File: config.mk
export PLATFORM = sky130hd
export DESIGN_NAME = shift_issue
export DESIGN_NICKNAME = d
export VERILOG_FILES = /design/src/rtl/shift_issue.sv
export SDC_FILE = /design/constraint.sdc
export NUM_CORES = 1
export LEC_CHECK = 0
export ABC_AREA = 0
export CAP_MARGIN = 40
export CORE_ASPECT_RATIO = 0.9
export CORE_MARGIN = 1.5
export CORE_UTILIZATION = 40
export DETAILED_ROUTE_END_ITERATION = 12
export GPL_TIMING_DRIVEN = 0
export PLACE_DENSITY = 0.81
export SLEW_MARGIN = 40
export SYNTH_ARGS = -nofsm -noshare
export SYNTH_HDL_FRONTEND = slang
export SYNTH_SLANG_ARGS = --single-unit
File: constraint.sdc
create_clock -name clk -period 3.9 [get_ports clk]
set_clock_uncertainty 0.15 [all_clocks]
set_input_delay 0.78 -clock clk [delete_from_list [all_inputs] [get_ports clk]]
set_output_delay 0.78 -clock clk [all_outputs]
set_load 0.005 [all_outputs]
File: src/rtl/shift_issue.sv
// shift_issue: issue queue feeding a barrel shifter with decoded RV32I shifts.
//
// Only the six shift instructions are recognised and queued. An offer is
// accepted whenever the queue is not full. An accepted instruction that is
// not one of the six shifts is dropped, and `illegal` pulses on the next cycle.
//
// Ports:
//   clk, rst_n            clock, asynchronous active-low reset
//   in_valid / in_ready   upstream handshake (in_ready = not full)
//   instr                 raw RV32I instruction word
//   rs1_data, rs2_data    register-file operands
//   out_valid / out_ready downstream handshake (out_valid = not empty)
//   a, shamt, shift_type  head entry: operand, amount, {instr[30], instr[14]}
//   rd                    head entry destination register
//   illegal               one-cycle pulse after a dropped non-shift
//   count                 current occupancy
// `type` is a reserved SystemVerilog keyword, so the type output is named
// shift_type.
module shift_issue #(
  parameter int DEPTH = 2
) (
  input  logic                     clk,
  input  logic                     rst_n,
  input  logic                     in_valid,
  output logic                     in_ready,
  input  logic [31:0]              instr,
  input  logic [31:0]              rs1_data,
  input  logic [31:0]              rs2_data,
  output logic                     out_valid,
  input  logic                     out_ready,
  output logic [31:0]              a,
  output logic [4:0]               shamt,
  output logic [1:0]               shift_type,
  output logic [4:0]               rd,
  output logic                     illegal,
  output logic [$clog2(DEPTH):0]   count
);

  localparam int AW = $clog2(DEPTH);
  localparam int CW = AW + 1;
  localparam logic [CW-1:0] FULL_COUNT = CW'(DEPTH);

  logic [31:0]   r_a     [DEPTH];
  logic [4:0]    r_shamt [DEPTH];
  logic [1:0]    r_type  [DEPTH];
  logic [4:0]    r_rd    [DEPTH];
  logic [AW-1:0] r_wptr;
  logic [AW-1:0] r_rptr;
  logic [CW-1:0] r_count;
  logic          r_illegal;

  logic [6:0]    w_opcode;
  logic [2:0]    w_funct3;
  logic [6:0]    w_funct7;
  logic          w_is_imm;
  logic          w_is_reg;
  logic          w_funct_ok;
  logic          w_legal;
  logic          w_accept;
  logic          w_push;
  logic          w_pop;
  logic [4:0]    w_shamt_in;
  logic          w_unused;

  assign w_opcode   = instr[6:0];
  assign w_funct3   = instr[14:12];
  assign w_funct7   = instr[31:25];
  assign w_is_imm   = (w_opcode == 7'b0010011);
  assign w_is_reg   = (w_opcode == 7'b0110011);
  // SLL needs funct7 zero; SRL/SRA share funct3 101 and differ only in funct7.
  assign w_funct_ok = ((w_funct3 == 3'b001) && (w_funct7 == 7'b0000000)) ||
                      ((w_funct3 == 3'b101) &&
                       ((w_funct7 == 7'b0000000) || (w_funct7 == 7'b0100000)));
  assign w_legal    = (w_is_imm || w_is_reg) && w_funct_ok;

  assign in_ready   = (r_count != FULL_COUNT);
  assign out_valid  = (r_count != {CW{1'b0}});
  assign w_accept   = in_valid && in_ready;
  assign w_push     = w_accept && w_legal;
  assign w_pop      = out_valid && out_ready;
  assign w_shamt_in = w_is_reg ? rs2_data[4:0] : instr[24:20];

  // rs1 field and the upper bits of rs2_data play no part in a shift issue.
  assign w_unused   = &{1'b0, instr[19:15], rs2_data[31:5]};

  assign count      = r_count;
  assign illegal    = r_illegal;

  // Queue storage: capture operands of a recognised shift at the accept edge.
  always_ff @(posedge clk or negedge rst_n) begin
    if (!rst_n) begin
      for (int i = 0; i < DEPTH; i++) begin
        r_a[i]     <= 32'd0;
        r_shamt[i] <= 5'd0;
        r_type[i]  <= 2'd0;
        r_rd[i]    <= 5'd0;
      end
    end else if (w_push) begin
      r_a[r_wptr]     <= rs1_data;
      r_shamt[r_wptr] <= w_shamt_in;
      r_type[r_wptr]  <= {instr[30], instr[14]};
      r_rd[r_wptr]    <= instr[11:7];
    end else begin
      r_a[r_wptr]     <= r_a[r_wptr];
    end
  end

  // Pointers, occupancy and the illegal pulse.
  always_ff @(posedge clk or negedge rst_n) begin
    if (!rst_n) begin
      r_wptr    <= {AW{1'b0}};
      r_rptr    <= {AW{1'b0}};
      r_count   <= {CW{1'b0}};
      r_illegal <= 1'b0;
    end else begin
      r_illegal <= w_accept && !w_legal;
      // DEPTH is a power of two, so natural overflow wraps the pointers.
      if (w_push) begin
        r_wptr <= r_wptr + AW'(1);
      end else begin
        r_wptr <= r_wptr;
      end
      if (w_pop) begin
        r_rptr <= r_rptr + AW'(1);
      end else begin
        r_rptr <= r_rptr;
      end
      case ({w_push, w_pop})
        2'b10:   r_count <= r_count + CW'(1);
        2'b01:   r_count <= r_count - CW'(1);
        default: r_count <= r_count;
      endcase
    end
  end

  // Head presentation: zeros when empty so nothing stale leaks downstream.
  always_comb begin
    a          = 32'd0;
    shamt      = 5'd0;
    shift_type = 2'd0;
    rd         = 5'd0;
    if (out_valid) begin
      a          = r_a[r_rptr];
      shamt      = r_shamt[r_rptr];
      shift_type = r_type[r_rptr];
      rd         = r_rd[r_rptr];
    end else begin
      a          = 32'd0;
      shamt      = 5'd0;
      shift_type = 2'd0;
      rd         = 5'd0;
    end
  end

endmodule

# ---- Word level (Yosys, flattened, before mapping)
# Index checks and enable logic that the tools add are counted.
dict set report classes {
  n_eq_ne 8
  n_bitwise 2
  n_reduce_logical 15
  n_addsub 4
  order_cmp 3
  muxes 33
}
# op n
set ops {}
lappend ops {{$mux W32} 8}
lappend ops {{$bwmux W64} 2}
lappend ops {{$mux W64} 1}
lappend ops {{$mux W5} 10}
lappend ops {{$demux W32 S1} 1}
lappend ops {{$bwmux W10} 2}
lappend ops {{$eq A7 B6 Y1 const B} 2}
lappend ops {{$mux W2} 5}
lappend ops {{$logic_and A1 B1 Y1} 8}
lappend ops {{$eq A7 B5 Y1 const B} 1}
lappend ops {{$logic_not A7 Y1} 1}
lappend ops {{$demux W5 S1} 1}
lappend ops {{$bwmux W4} 1}
lappend ops {{$ge A2 B2 Y1 const B} 2}
lappend ops {{$not A1 Y2} 2}
lappend ops {{$pmux W2 S2} 1}
lappend ops {{$reduce_bool A2 Y1} 2}
lappend ops {{$eq A3 B1 Y1 const B} 1}
lappend ops {{$eq A3 B3 Y1 const B} 1}
lappend ops {{$logic_or A1 B1 Y1} 3}
lappend ops {{$add A1 B1 Y1 const B} 2}
lappend ops {{$add A2 B1 Y2 const B} 1}
lappend ops {{$demux W2 S1} 1}
lappend ops {{$eq A2 B1 Y1 const B} 1}
lappend ops {{5 further kinds} 5}
dict set report word_totals {
  reg_bits 93
  out_inout_bits 49
  elab_cells 77
  inputBits 100
}

# ---- Depth between registers and ports, before layout
dict set report logic_depth {
  word_depth 8
  depth_mapped 8
}

# ---- Worst setup path before layout
# OpenSTA, ideal clock, no wires.
dict set report synth_path {
  kind {input-to-reg}
  start {in instr[13]}
  end {reg r_a[0] in the netlist's numbering}
  arrival_ns 2.599
  path_stages 5
  slack_ns 1.026
  setup_ns 0.125
  required_time_ns 3.625
  path_buffers 1
  cell_sequence {or4b_1 or2_4 nor4_4 buf_6 mux2_2}
}
dict set report synth_via {
  elab_chain_cells 6
}
# element line
set synth_lines {}
lappend synth_lines {{from (decl)} 26} ;# input logic [31:0] instr,
lappend synth_lines {{$eq A3 B1 Y1 or $eq A3 B3 Y1 (tied branches)} {71, 72}}
lappend synth_lines {{$logic_and A1 B1 Y1, on equally long branches} {71, 72}}
lappend synth_lines {{$logic_or A1 B1 Y1 (*)} 71} ;# assign w_funct_ok = ((w_funct3 == 3'b001) && (w_funct7 == 7'b0000000)) ||
lappend synth_lines {{$logic_and A1 B1 Y1 (*)} 74} ;# assign w_legal = (w_is_imm || w_is_reg) && w_funct_ok;
lappend synth_lines {{$logic_and A1 B1 Y1 (*)} 79} ;# assign w_push = w_accept && w_legal;
lappend synth_lines {{$mux W64 (*)} 98} ;# end else if (w_push) begin
lappend synth_lines {{to (signal, indexed assignment)} 99} ;# r_a[r_wptr] <= rs1_data;
lappend synth_lines {{to (signal, indexed assignment)} 104} ;# r_a[r_wptr] <= r_a[r_wptr];
lappend synth_lines {{to (decl)} 43} ;# logic [31:0] r_a [DEPTH];
# Every way passes the cells marked *; elsewhere a longest branch is shown, timed or not.
# A chain may end at the register's enable or synchronous reset.

# ---- Worst setup path after layout
dict set report layout_path {
  start {reg r_rptr}
  end {out a[21]}
}
dict set report layout_via {
  elab_chain_cells 5
}
# element line
set layout_lines {}
lappend layout_lines {{from (decl)} 48} ;# logic [AW-1:0] r_rptr;
lappend layout_lines {{from (signal assigned)} 112} ;# r_rptr <= {AW{1'b0}};
lappend layout_lines {{from (signal assigned)} 124} ;# r_rptr <= r_rptr + AW'(1);
lappend layout_lines {{from (signal assigned)} 126} ;# r_rptr <= r_rptr;
lappend layout_lines {{$not A1 Y2 (implied by the code)} 143} ;# a = r_a[r_rptr];
lappend layout_lines {{$mux W32 (implied by the code) (3 in a row)} 143}
lappend layout_lines {{$mux W32} 142} ;# if (out_valid) begin
lappend layout_lines {{to (decl)} 31} ;# output logic [31:0] a,
# No other way between the ends. The select of a mux whose other input is x is not followed.

==> results.py <==
metrics = {
    "synthesis": {
        "yosysTopAreaCell": "dfrtp_1",
        "netlist.area_leader.share_pct": 53.8,
        "ys_ff_latch": 93,
        "synth_top_flop_cell": "dfrtp_1",
        "synth-edff-count": 0,
        "synth.avg_cell_area_um2": 13.6,
        "synth_cells": 319,
        "synthDistinctLibCells": 27,
        "async_flop_share_pct": 100,
        "synth_warnings": 0,
        "syn-cell-area_um2": 4330,
        "yosysSeqAreaShare_pct": 53.8,
        "synth_nets": 420,
        "yosys-top-cells-area": "dfrtp_1 (54%), mux2_2 (23%), mux2i_1 (10%)",
    },
    "cts": {
        "cts_tree": "yes",
        "cts_root_buf": "clkbuf_16",
        "cts_setup_buffers": 0,
        "cts_inserted_buffers": 9,
        "clkTransAtPathRegs_ns": 0.07,
        "hold_buffers": 0,
        "cts_resized": 0,
        "htree_levels": 3,
        "clock_latency_ns": 0.32,
        "clock-sinks": 93,
        "cts_max_path_buffers": 2,
    },
    "timing": {
        "rsz0062_at_grt": "false",
        "hold_ws_ns": 0.176,
        "setup_viol": 0,
        "fin_ws_ns": 0.327,
        "max_freq_mhz": 280,
        "report.final.hold_viol_count": 0,
        "setup_tns_ns": 0,
        "slew_headroom_pct": 46.3,
        "tightest_slew_ns": 0.805,
        "fin_crit_ns": 3.57,
        "maxSlewViolCount": 0,
        "timing.final.crit_share_pct": 91.6,
    },
    "final_layout": {
        "fillers": 870,
        "synthToLayoutAreaGrowth_pct": 39.6,
        "final_cell_area_um2": 6040,
        "fin_nets": 548,
        "layout_commonest_cell": "clkdlybuf4s50_1",
        "regArea_um2": 2330,
        "multi_input_area_um2": 1860,
        "final_cell_mix": "clkdlybuf4s50_1 (115), dfrtp_1 (93), mux2_2 (87)",
        "drive_gt1_share_pct": 25.7,
        "num_antenna_cells": 0,
    },
    "run_status": {
        "status": "completed",
    },
    "detailed_routing": {
        "wl_mm": 9.97,
        "drc": 0,
        "drtIter0Drc": 63,
        "drtAntennaViolNets": 0,
        "routedWlPerCell_um": 17.2,
        "avgViaCountPerCell": 5.10,
        "dr.pass1.iters": 4,
        "num_vias": 2965,
    },
    "setup_path": {
        "path_buf_inv": 3,
        "path_class": "flip-flop to output pin",
        "crit_path_frequent_cell": "clkbuf_1",
        "cp.arrival_ns": 2.64,
        "required_ns": 2.97,
        "crit_slowest_cell": "clkbuf_1",
        "path_delay_family": "buffers and inverters",
        "path_cells": "clkbuf_1, clkbuf_1, mux2i_1, nor2_1, clkdlybuf4s50_1",
        "crit_path_max_incr_delay_ns": 0.65,
        "cp-end-kind": "output pin",
        "start_kind": "flip-flop",
        "crit_fanout": 10,
    },
    "floorplan": {
        "start_util_pct": 41.7,
        "die_h_um": 102,
        "coreArea_um2": 10400,
        "die_w_um": 113,
        "design.die.area_um2": 11500,
        "rows": 35,
        "pin_count": 149,
    },
    "global_routing": {
        "first_global_vias": 3254,
        "grt_pass1_wl_mm": 16.1,
        "grt_use_total_pct": 18.2,
        "antenna_found_initial": 0,
        "grt_overflow": 0,
        "grt_max_degree": 62,
    },
    "job": {
        "cap_violations": 0,
    },
    "worst_hold_path": {
        "hold_path.class": "input port to asynchronous set/reset pin",
    },
    "power": {
        "max-vdd-ir-drop_mv": 0.236,
        "power.density_nw_per_um2": 432,
        "power_leakage_nw": 2.91,
    },
    "placed_design": {
        "dpl.hpwl_mm": 7.29,
        "pre_cts_ws_ns": 0.240,
        "place_area_um2": 5680,
        "place_congestion": 0.732,
        "io_buffer_count": 116,
    },
}
sequential cells by signal, summed over array words and instances (netlist names):
signal   count
r_shamt     10
r_a         64
illegal      1
count        2
r_wptr       1
r_rd        10
r_rptr       1
r_type       4
metal layers:
layer	global-route usage, %	routed length (um)
met1	22.5	4420
met2	32.0	4800
met3	4.25	584
met4	5.84	160
met5	0	0
through the flow:
stage / util (%) / cells / power (mW)
finish: 58.2 / 581 / 2.61
global route: 58.2 / 581 / 2.73
CTS: 58.2 / 581 / 2.65
detailed placement: 54.7 / 565 / 1.59
global placement: 54.4 / 564 / 1.58
floorplan: - / 319 / 1.33
where the power goes:
group | switching, mW | internal [mW] | total [mW] | leakage, nW
Clock | 0.356 | 0.693 | 1.05 | 0.177
Sequential | 0.0165 | 0.985 | 1.00 | 1.29
Combinational | 0.313 | 0.246 | 0.559 | 1.45
Total | 0.686 | 1.92 | 2.61 | 2.91
path summary, 6_finish.rpt:
kind                              endpoint  cells after the start      from  slack (ns)
min in group clk                   r_a[63]                      1   r_a[63]        0.35
worst min-delay path            r_shamt[2]                      1     rst_n        0.18
worst min register to register     r_a[63]                      1   r_a[63]        0.35
worst max register to register     r_a[62]                      5  count[0]        1.48
max in group asynchronous          r_a[25]                      2     rst_n        2.83
worst max-delay path                 a[21]                      5    r_rptr        0.33
logic make-up after synthesis:
kind of cell,Yosys count,share of synthesized area [%]
xor+xnor,5,1.01
fa+ha+maj,1,0.289
buf+inv,20,3.12
flops,93,53.8
mux,137,34.4
simple gates,63,7.40
synthesized netlist by cell type, drive strengths merged (2+ instances only):
library cell / count
xor2: 2
dfrtp: 93
nor4: 3
clkbuf: 7
inv: 2
nor2: 47
buf: 11
xnor2: 3
mux2: 93
mux2i: 44
layout make-up:
type	count	share of cell area, %
tap	129	2.67
buffer	18	2.13
timing repair buffer	117	19.7
clock inverter	6	2.22
multi-input combinational	206	30.9
clock buffer	10	3.79
inverter	2	0.124
sequential	93	38.5
(Power assumes the default switching activity.)
